===== src/rtl/rbs_serial_subtractor.sv =====
// Multi-cycle ripple-borrow subtractor: diff = a - b - bin, CHUNK bits per clock.
// Optional signed-overflow output enabled by defining SUB_OVF_EN.
module rbs_serial_subtractor #(
    parameter int WIDTH = 100,
    parameter int CHUNK = 10
) (
    input  logic             clk,
    input  logic             rst,
    input  logic             start,
    input  logic [WIDTH-1:0] a,
    input  logic [WIDTH-1:0] b,
    input  logic             bin,
    output logic             busy,
    output logic             done,
    output logic [WIDTH-1:0] diff,
    output logic             bout
`ifdef SUB_OVF_EN
    ,
    output logic             ovf
`endif
);

    localparam int N  = WIDTH / CHUNK;
    localparam int CW = (N > 1) ? $clog2(N) : 1;

    generate
        if (WIDTH % CHUNK != 0) begin : g_width_check
            $error("rbs_serial_subtractor: WIDTH must be a multiple of CHUNK");
        end
    endgenerate

    typedef enum logic {IDLE, RUN} state_t;

    state_t            state_q, state_d;
    logic [CW-1:0]     cnt_q, cnt_d;
    logic              brw_q, brw_d;
    logic [WIDTH-1:0]  a_q, a_d;
    logic [WIDTH-1:0]  b_q, b_d;
    logic [WIDTH-1:0]  diff_q, diff_d;
    logic              bout_q, bout_d;
    logic              done_q, done_d;
`ifdef SUB_OVF_EN
    logic              ovf_q, ovf_d;
`endif

    logic [CHUNK-1:0]  a_k, b_k;
    logic [CHUNK:0]    sub_k;
    logic              last;

    // Current chunk with one extra bit so the MSB of the result is the borrow.
    always_comb begin
        a_k   = a_q[cnt_q*CHUNK +: CHUNK];
        b_k   = b_q[cnt_q*CHUNK +: CHUNK];
        sub_k = {1'b0, a_k} - {1'b0, b_k} - {{CHUNK{1'b0}}, brw_q};
        last  = (cnt_q == CW'(N-1));
    end

    always_ff @(posedge clk or posedge rst) begin
        if (rst) begin
            state_q <= IDLE;
            cnt_q   <= '0;
            brw_q   <= 1'b0;
            a_q     <= '0;
            b_q     <= '0;
            diff_q  <= '0;
            bout_q  <= 1'b0;
            done_q  <= 1'b0;
`ifdef SUB_OVF_EN
            ovf_q   <= 1'b0;
`endif
        end else begin
            state_q <= state_d;
            cnt_q   <= cnt_d;
            brw_q   <= brw_d;
            a_q     <= a_d;
            b_q     <= b_d;
            diff_q  <= diff_d;
            bout_q  <= bout_d;
            done_q  <= done_d;
`ifdef SUB_OVF_EN
            ovf_q   <= ovf_d;
`endif
        end
    end

    always_comb begin
        state_d = state_q;
        case (state_q)
            IDLE:    if (start) state_d = RUN;
            RUN:     if (last)  state_d = IDLE;
            default: state_d = IDLE;
        endcase
    end

    always_comb begin
        cnt_d  = cnt_q;
        brw_d  = brw_q;
        a_d    = a_q;
        b_d    = b_q;
        diff_d = diff_q;
        bout_d = bout_q;
        done_d = 1'b0;
`ifdef SUB_OVF_EN
        ovf_d  = ovf_q;
`endif
        if (state_q == IDLE) begin
            if (start) begin
                a_d   = a;
                b_d   = b;
                brw_d = bin;
                cnt_d = '0;
            end
        end else begin
            diff_d[cnt_q*CHUNK +: CHUNK] = sub_k[CHUNK-1:0];
            brw_d = sub_k[CHUNK];
            cnt_d = last ? '0 : cnt_q + CW'(1);
            if (last) begin
                bout_d = sub_k[CHUNK];
                done_d = 1'b1;
`ifdef SUB_OVF_EN
                // Operand signs differ and the result sign disagrees with the minuend.
                ovf_d  = (a_q[WIDTH-1] != b_q[WIDTH-1]) && (sub_k[CHUNK-1] != a_q[WIDTH-1]);
`endif
            end
        end
    end

    always_comb begin
        busy = (state_q == RUN);
        done = done_q;
        diff = diff_q;
        bout = bout_q;
`ifdef SUB_OVF_EN
        ovf  = ovf_q;
`endif
    end

endmodule


===== config.mk =====
export PLATFORM = sky130hd
export DESIGN_NAME = rbs_serial_subtractor
export DESIGN_NICKNAME = d
export VERILOG_FILES = /design/src/rtl/rbs_serial_subtractor.sv
export SDC_FILE = /design/constraint.sdc
export NUM_CORES = 1
export LEC_CHECK = 0
export ABC_AREA = 1
export CELL_PAD_IN_SITES_DETAIL_PLACEMENT = 1
export CELL_PAD_IN_SITES_GLOBAL_PLACEMENT = 2
export CORE_MARGIN = 10
export CORE_UTILIZATION = 27
export CTS_CLUSTER_DIAMETER = 120
export DETAILED_ROUTE_END_ITERATION = 7
export PLACE_DENSITY = 0.84
export SKIP_LAST_GASP = 1
export SYNTH_ARGS = -nofsm -noshare
export SYNTH_HDL_FRONTEND = slang
export SYNTH_SLANG_ARGS = --single-unit
export TNS_END_PERCENT = 10

===== constraint.sdc =====
create_clock -name clk -period 10.62 [get_ports clk]
set_input_delay 2.124 -clock clk [delete_from_list [all_inputs] [get_ports clk]]
set_output_delay 2.124 -clock clk [all_outputs]
set_load 0.01 [all_outputs]

[After elaboration in Yosys (flattened, before gate mapping)]
Cells that the tools add are included.
Storage, ports and cells
  flip-flop bits (word level): 308
  latch bits: 0
  RAM bits: 0
  memory bits (read-only): 0
  input port bits: 204
  output and inout port bits: 103
  logic and storage cells: 33
  memories kept: 0
Cells by class
  add/subtract/negate cells: 4
  multiply operators: 1
  divide/modulo/power cells: 0
  magnitude comparators: 0
  eq/ne operators: 1
  shifts and indexed selects: 4
  multiplexer cells: 11
  bitwise gates (word level): 1
  reductions and logical operators: 3
Operators with widths (count)
  $shiftx A100 B9 Y10: 2
  $bwmux W100: 1
  $shift A10 B34 Y100 const A: 1
  $shiftx A10 B34 Y100: 1
  $neg A8 Y34: 1
  $mux W4: 3
  $sub A10 B10 Y11: 1
  $sub A11 B1 Y11: 1
  $mul A4 B3 Y7 const B: 1
  $mux W1: 6
  $add A4 B1 Y4 const B: 1
  $eq A4 B4 Y1 const B: 1
  $reduce_and A2 Y1: 2
  $pmux W1 S2: 1
  $reduce_bool A2 Y1: 1
  $not A1 Y1: 1

[Logic depth before layout (Yosys ltp)]
Gate-level depths: netlist of run 1.
  depth after elaboration: 6
  mapped depth: 28

[Least setup slack after synthesis of run 1]
No wires, ideal clock.
  kind: register to register
  start: reg cnt_q[0]
  end: reg diff_q[12], in the netlist diff[12]
  library setup time: 0.135 ns
  arrival: 3.867 ns
  required time: 10.485 ns
  path slack: 6.618 ns
  cell stages (with the launch flop): 24
  buffers on the path: 4
  clock period less this slack: 4.002 ns
  cells stage by stage: dfrtp_1 -> buf_4 -> clkbuf_1 -> clkbuf_1 -> clkbuf_1 -> nand2_1 -> a21oi_1 -> a31o_2 -> fa_1 -> inv_1 -> fa_1 -> nand2_1 -> nand2_1 -> nand2_1 -> nand2_1 -> nand2_1 -> a21oi_1 -> or2_1 -> nand2_1 -> nor2_1 -> o21ai_0 -> o21ai_0 -> a22oi_1 -> o21ai_0
Between the ends
  cells in the longest elaborated chain, start to end: 6
Ends and longest elaborated chain
  start, declared: RTL line 35  | logic [CW-1:0] cnt_q, cnt_d;
  start signal, assigned: RTL line 73  | cnt_q <= cnt_d;
  $mul A4 B3 Y7 *: RTL line 52, 53, 114
  $shiftx A100 B9 Y10, on equally long branches: RTL line 52, 53
  $sub A10 B10 Y11: RTL line 54  | sub_k = {1'b0, a_k} - {1'b0, b_k} - {{CHUNK{1'b0}}, brw_q};
  $sub A11 B1 Y11: RTL line 54
  $shiftx A10 B34 Y100: RTL line 114  | diff_d[cnt_q*CHUNK +: CHUNK] = sub_k[CHUNK-1:0];
  $bwmux W100 *: RTL line 114
  end signal, assigned: RTL line 77  | diff_q <= diff_d;
  end, declared: RTL line 39  | logic [WIDTH-1:0] diff_q, diff_d;
Every way passes the cells marked *; elsewhere a longest branch is shown, timed or not.
A chain may end at the register's enable or synchronous reset.

[Worst setup path after layout of run 1]
Same ends and word-level chain as after synthesis.

==> reports/qor.yml, run 1 <==
ys_warn_count: 0
synth_top_flop_cell: "dfrtp_1"
cts_tree: "built"
drive_above_1_share_pct: 6.06
die_w_um: 262
synth_cells: 2046
min_period_over_period_pct: 51.2
antenna_found_initial: 2
first_global_vias: 15692
hold_class: "reg2reg"
crit_slowest_cell: "dfrtp_4"
io_buffer_count: 306
clock_latency_ns: 0.58
worst_slew_pin_slew_ns: 1.09
viasPerCell: 4.75
gr-total-overflow: 0
cp_top_family: "compound AO/OA/AOI/OAI gates"
drc: 0
syn_area_um2: 15800
crit_chain: "buf_4, a21oi_1, o21ai_0, nand3_1, a32o_1, inv_1, fa_1, inv_1, fa_1, nand2_1, nand2_1, nand2_1, nand2_1, nand2_1, a21oi_1, or2_1, nand2_1, nor2_1, o21ai_0, o21ai_0, a22oi_1, o21ai_0"
maxCapViolCount: 0
totalWireLength_mm: 59.7
critPathMostFrequentCell: "nand2_1"
crit_required_ns: 11.03
place_hpwl_mm: 44.2
layout.nets: 2527
final_common_cell: "nand2_1"
post_cts_buffers: 0
ctsHoldBuffers: 0
coreArea_um2: 57900
grt_pass1_wl_mm: 92.8
rows: 88
initial_utilization_pct: 27.4
die_h_um: 262
synthArstFlopShare_pct: 100
num_vias: 14686
wire_per_inst_um: 19.3
slew_violations: 0
fmax_mhz: 184
synth.avg_cell_area_um2: 7.75
ios: 307
grt_usage_pct: 16.8
relSlewSlack_pct: 27.0
status: "complete, no violations"
finalSetupTns_ns: 0
synth_top_area_cell: "dfrtp_1"
synth_top_area_share_pct: 48.6
critPathLaunchType: "flop"
synthTopCellsByArea: "dfrtp_1 49%, nand2_1 17%, o21ai_0 6.1%"
clk_pin_slew_worst_paths_ns: 0.06
synth-edff-count: 0
htreeDepth: 2
final_cell_mix: "730 x nand2_1, 306 x clkdlybuf4s50_1, 305 x dfrtp_1"
area_growth_pct: 31.6
grt_max_degree: 278
dr.pass1.iters: 5
grt_setup_unrepaired: "false"
synth_cell_type_count: 57
cp.arrival_ns: 5.85
first_iter_violations: 863
diodes: 0
ys_ff_latch: 308
numCtsBuffers: 39
setup_violations: 0
syn-num-nets: 2278
cts_num_sinks: 308
cts_resized: 0
synth-seq-area-share_pct: 48.6
dieArea_um2: 68800
crit_path_max_incr_delay_ns: 0.99
cts_root_buf: "clkbuf_16"
crit_buf_inv: 3
antenna_left: 0
clockBufferDepth: 3
gp_congestion: 0.860
fin_crit_ns: 5.44
skew_ns: 0.0324
critPathCaptureType: "flop"
crit_fanout: 105
worstSetupPathType: "reg2reg"
final_hold_viol_count: 0
[Yosys cell counts (3+ instances only)]
library cell	instances
a21oi_1	87
a31o_2	6
a31oi_1	5
a32o_1	6
buf_1	15
buf_2	11
clkbuf_1	80
dfrtp_1	308
fa_1	3
ha_1	25
inv_1	189
inv_2	14
mux2_1	3
mux2_2	3
mux2i_1	24
nand2_1	730
nand2_2	3
nand3_1	87
nand3b_1	3
nand4_1	13
nor2_1	91
nor2_2	6
nor2_4	3
nor3_1	9
o211ai_1	43
o21a_1	4
o21ai_0	194
o21ai_1	26
o21ai_2	6
o22ai_1	5
or2_2	6
xor2_2	3
[flip-flops by register name, indices dropped and copies added, names as in the netlist]
| signal | count |
|---|---|
| a_q | 100 |
| b_q | 100 |
| bout | 1 |
| brw_q | 1 |
| busy | 1 |
| cnt_q | 4 |
| diff | 100 |
| done | 1 |
[layout make-up]
class	count	area [um^2]
flip-flops and latches	308	7720
inverters	204	772
well taps	765	957
clock buffers	52	1080
fillers	7033	37100
clock inverters	19	205
repair buffers	317	3170
multi-input cells	1425	6940
[logic make-up after synthesis]
group / count (synthesis) / share of synthesized area [%]
compound gates: 397 / 14.2
mux: 30 / 1.94
xor+xnor: 7 / 0.529
simple gates: 963 / 24.8
fa+ha+maj: 28 / 2.35
flops: 308 / 48.6
buf+inv: 313 / 7.60
[worst paths after layout]
kind                           from       end  slack, ns  cells after the start
max                        cnt_q[0]  diff[12]       5.18                     22
min                          a_q[8]    a_q[8]       0.46                      2
max reg2reg                cnt_q[0]  diff[12]       5.18                     22
min reg2reg                  a_q[8]    a_q[8]       0.46                      2
max in group asynchronous       rst  diff[25]       7.15                      3
min in group asynchronous       rst  diff[69]       2.00                      2
[per-layer routing]
layer  wire [um]  share of wire (%)  up-vias  GRT usage, %
li1            -                  -     7086             -
met1       26500                 44     7158          21.4
met2       28700                 48      350          28.2
met3        2870                4.8       88          3.19
met4        1570                2.6        4          5.11
met5          26              0.044        -             0
[through the flow]
step | setup WS [ns] | instance area [um^2] | std cells | hold WS (ns) | util, %
after floorplan | 4.40 | 15900 | 2046 | 0.437 | -
after global placement | 5.30 | 19600 | 3019 | 0.449 | 33.8
after detailed placement | 5.16 | 19600 | 3019 | 0.454 | 33.8
after CTS | 5.13 | 20900 | 3090 | 0.469 | 36.0
after global routing | 4.62 | 20900 | 3090 | 0.487 | 36.0
final | 5.18 | 20900 | 3090 | 0.464 | 36.0
[worst register-to-register path: cells and delay by family, from the launching register on]
family | cells | cell delay, ns
AO/OA/AOI/OAI | 8 | 1.72
adder cells (fa/ha/maj) | 2 | 0.63
buffers and inverters | 3 | 1.07
flip-flops | 1 | 0.99
AND/OR/NAND/NOR | 9 | 0.85
Power of run 1 is not shown: default switching activity piles up to over one toggle a cycle in this logic, so the estimate is an artifact.
==> run 2, diff against run 1 <==
==> constraint.sdc (replaced) <==
create_clock -name clk -period 4.6 [get_ports clk]
set_input_delay 0.92 -clock clk [delete_from_list [all_inputs] [get_ports clk]]
set_output_delay 0.92 -clock clk [all_outputs]
set_load 0.01 [all_outputs]
==> run 2 against run 1 <==
Effect of this change: via count about the same; wire length grew 1.5%; non-clock buffer count is 20 higher; critical path depth is 1 lower; setup slack got worse by 5.0 ns; clock skew fell by 0.013 ns; flip-flop and latch count unchanged; first-iteration DRC count up 6.8%; count of clock-buffer cells in the layout up 5; global-route usage increased by 0.23 points; critical path type unchanged.
==> reports/qor.yml, run 2 (synthesis gave the netlist of run 1 again) <==
grt_setup_unrepaired: "true"
crit_chain: "buf_4, nand2_1, o211ai_1, nand3_1, a32o_1, ha_1, inv_1, ha_1, a21oi_1, o21ai_0, a21oi_1, nand2_1, nand2_1, nand3_1, nor2_1, nand2_1, nor2_1, nand2_1, nand3_1, o21ai_1, inv_1"
drive_above_1_share_pct: 6.62  # +0.56 points
htreeDepth: 2  # unchanged
ctsHoldBuffers: 0  # unchanged
crit_required_ns: 5.09  # -5.94 ns
fin_crit_ns: 4.38  # -1.06 ns
holdWs_ns: 0.465  # +0.000364 ns
critPathMostFrequentCell: "nand2_1"
dpl_cell_area_um2: 19800  # +1.1%
layout.nets: 2546  # +0.75%
fin_area_um2: 21100  # +1.0%
rr_startpoint: "cnt_q[0]"
antenna_found_initial: 1  # -1
gp_congestion: 0.846  # -1.6%
worst_slew_pin_slew_ns: 1.10  # +0.000576 ns
hold_class: "reg2reg"
reg2reg_slack_ns: 0.22  # -4.96 ns
maxCapViolCount: 0  # unchanged
final_hold_viol_count: 0  # unchanged
min_period_over_period_pct: 95.3  # +44 points
multiInputGateArea_um2: 6950  # about the same
clock_latency_ns: 0.56  # -0.02 ns
initial_utilization_pct: 27.4  # unchanged
regArea_um2: 7720  # unchanged
crit_fanout: 38  # -64%
clk_pin_slew_worst_paths_ns: 0.06  # about the same
dieArea_um2: 68800  # unchanged
relSlewSlack_pct: 27.0  # -0.038 points
cts_num_sinks: 308  # unchanged
gr-total-overflow: 0  # unchanged
antenna_left: 0  # unchanged
place_hpwl_mm: 46.6  # +5.5%
status: "complete, no violations"
crit_start: "cnt_q[0]"
r2r_cells: 21  # -4.5%
die_w_um: 262  # unchanged
crit_slowest_cell: "dfrtp_4"
grt_usage_pct: 17.0  # +0.23 points
diodes: 0  # unchanged
area_growth_pct: 32.9
first_iter_violations: 922  # +6.8%
critPathCaptureType: "flop"
cts_root_buf: "clkbuf_16"
cp.arrival_ns: 4.87  # -0.98 ns
skew_ns: 0.0191  # -0.0133 ns
setup_violations: 0  # unchanged
numCtsBuffers: 38  # -2.6%
cts_resized: 0  # unchanged
fmax_mhz: 228  # +24%
io_buffer_count: 306  # unchanged
cts_tree: "built"
num-fill-cells: 7000  # -0.47%
num_vias: 14682  # -0.027%
die_h_um: 262  # unchanged
clockBufferDepth: 3  # unchanged
grt_max_degree: 278  # unchanged
finalNonFillerCells: 3106  # +0.52%
totalWireLength_mm: 60.6  # +1.5%
first_global_vias: 15612  # -0.51%
final_common_cell: "nand2_1"
rows: 88  # unchanged
ios: 307  # unchanged
placedCellCount: 3039  # +0.66%
critPathLaunchType: "flop"
final_cell_mix: "730 x nand2_1, 306 x clkdlybuf4s50_1, 305 x dfrtp_1"
coreArea_um2: 57900  # unchanged
drc: 0  # unchanged
holdCritStartpoint: "b_q[1]"
wire_per_inst_um: 19.5  # +0.96%
min_path_cells: 2  # unchanged
slew_violations: 0  # unchanged
crit_path_max_incr_delay_ns: 0.50  # -0.49 ns
viasPerCell: 4.73  # -0.54%
post_cts_buffers: 0  # unchanged
worstSetupPathType: "reg2reg"
dr.pass1.iters: 4  # -1
grt_pass1_wl_mm: 93.8  # +1.1%
-- run 2: cell types whose count changed in the layout (fill, tap and decap cells not counted), moves of 2 or more --
cell      before  now
clkinv_2       8    2
buf_4          9   24
clkbuf_8       6    8
buf_12         2    7
clkbuf_1       7   10
inv_6          3    1
-- run 2: layer usage --
layer	global-route usage (%)	routed length (um)
met5	0	18
met4	4.24	1130
met3	3.44	2810
met2	29.1	29600
met1	21.5	27000
-- run 2: through the flow --
stage | setup slack (ns) | utilization (%) | TNS [ns]
floorplan | -0.419 | - | -129.04
global placement | 0.371 | 34.1 | 0
detailed placement | 0.277 | 34.1 | 0
CTS | 0.214 | 36.4 | 0
global route | -0.121 | 36.4 | -0.473
finish | 0.217 | 36.4 | 0
-- run 2: final cells by class --
cell class | instances | share of cell area (%)
clock buffers | 57 | 5.34
clock inverters | 10 | 0.749
inverters | 204 | 3.67
multi-input cells | 1425 | 33.0
flip-flops and latches | 308 | 36.6
well taps | 765 | 4.55
repair buffers | 337 | 16.1
-- run 2: path summary, 6_finish.rpt --
check                      endpoint
max                        diff[89]
min in group asynchronous   b_q[80]
min                          b_q[1]
max in group asynchronous   b_q[22]
max reg2reg                diff[89]
min reg2reg                  b_q[1]
-- run 2: critical path, delay by kind of cell (launching register included) --
family                   cells  cell delay [ns]
AO/OA/AOI/OAI                6             1.08
AND/OR/NAND/NOR             10             1.61
flip-flops                   1             0.50
adder cells (fa/ha/maj)      2             0.65
buffers and inverters        3             0.48
Power of run 2 is left out for the same reason.
==> run 3, diff against run 2 <==
--- a/config.mk
+++ b/config.mk
@@ -6,6 +6,7 @@
 export NUM_CORES = 1
 export LEC_CHECK = 0
 export ABC_AREA = 1
+export CAP_MARGIN = 10
 export CELL_PAD_IN_SITES_DETAIL_PLACEMENT = 1
 export CELL_PAD_IN_SITES_GLOBAL_PLACEMENT = 2
 export CORE_MARGIN = 10
==> results of run 3 <==
The final DEF is identical to that of run 2; final timing and power are the same.
Power of run 3 is left out for the same reason.
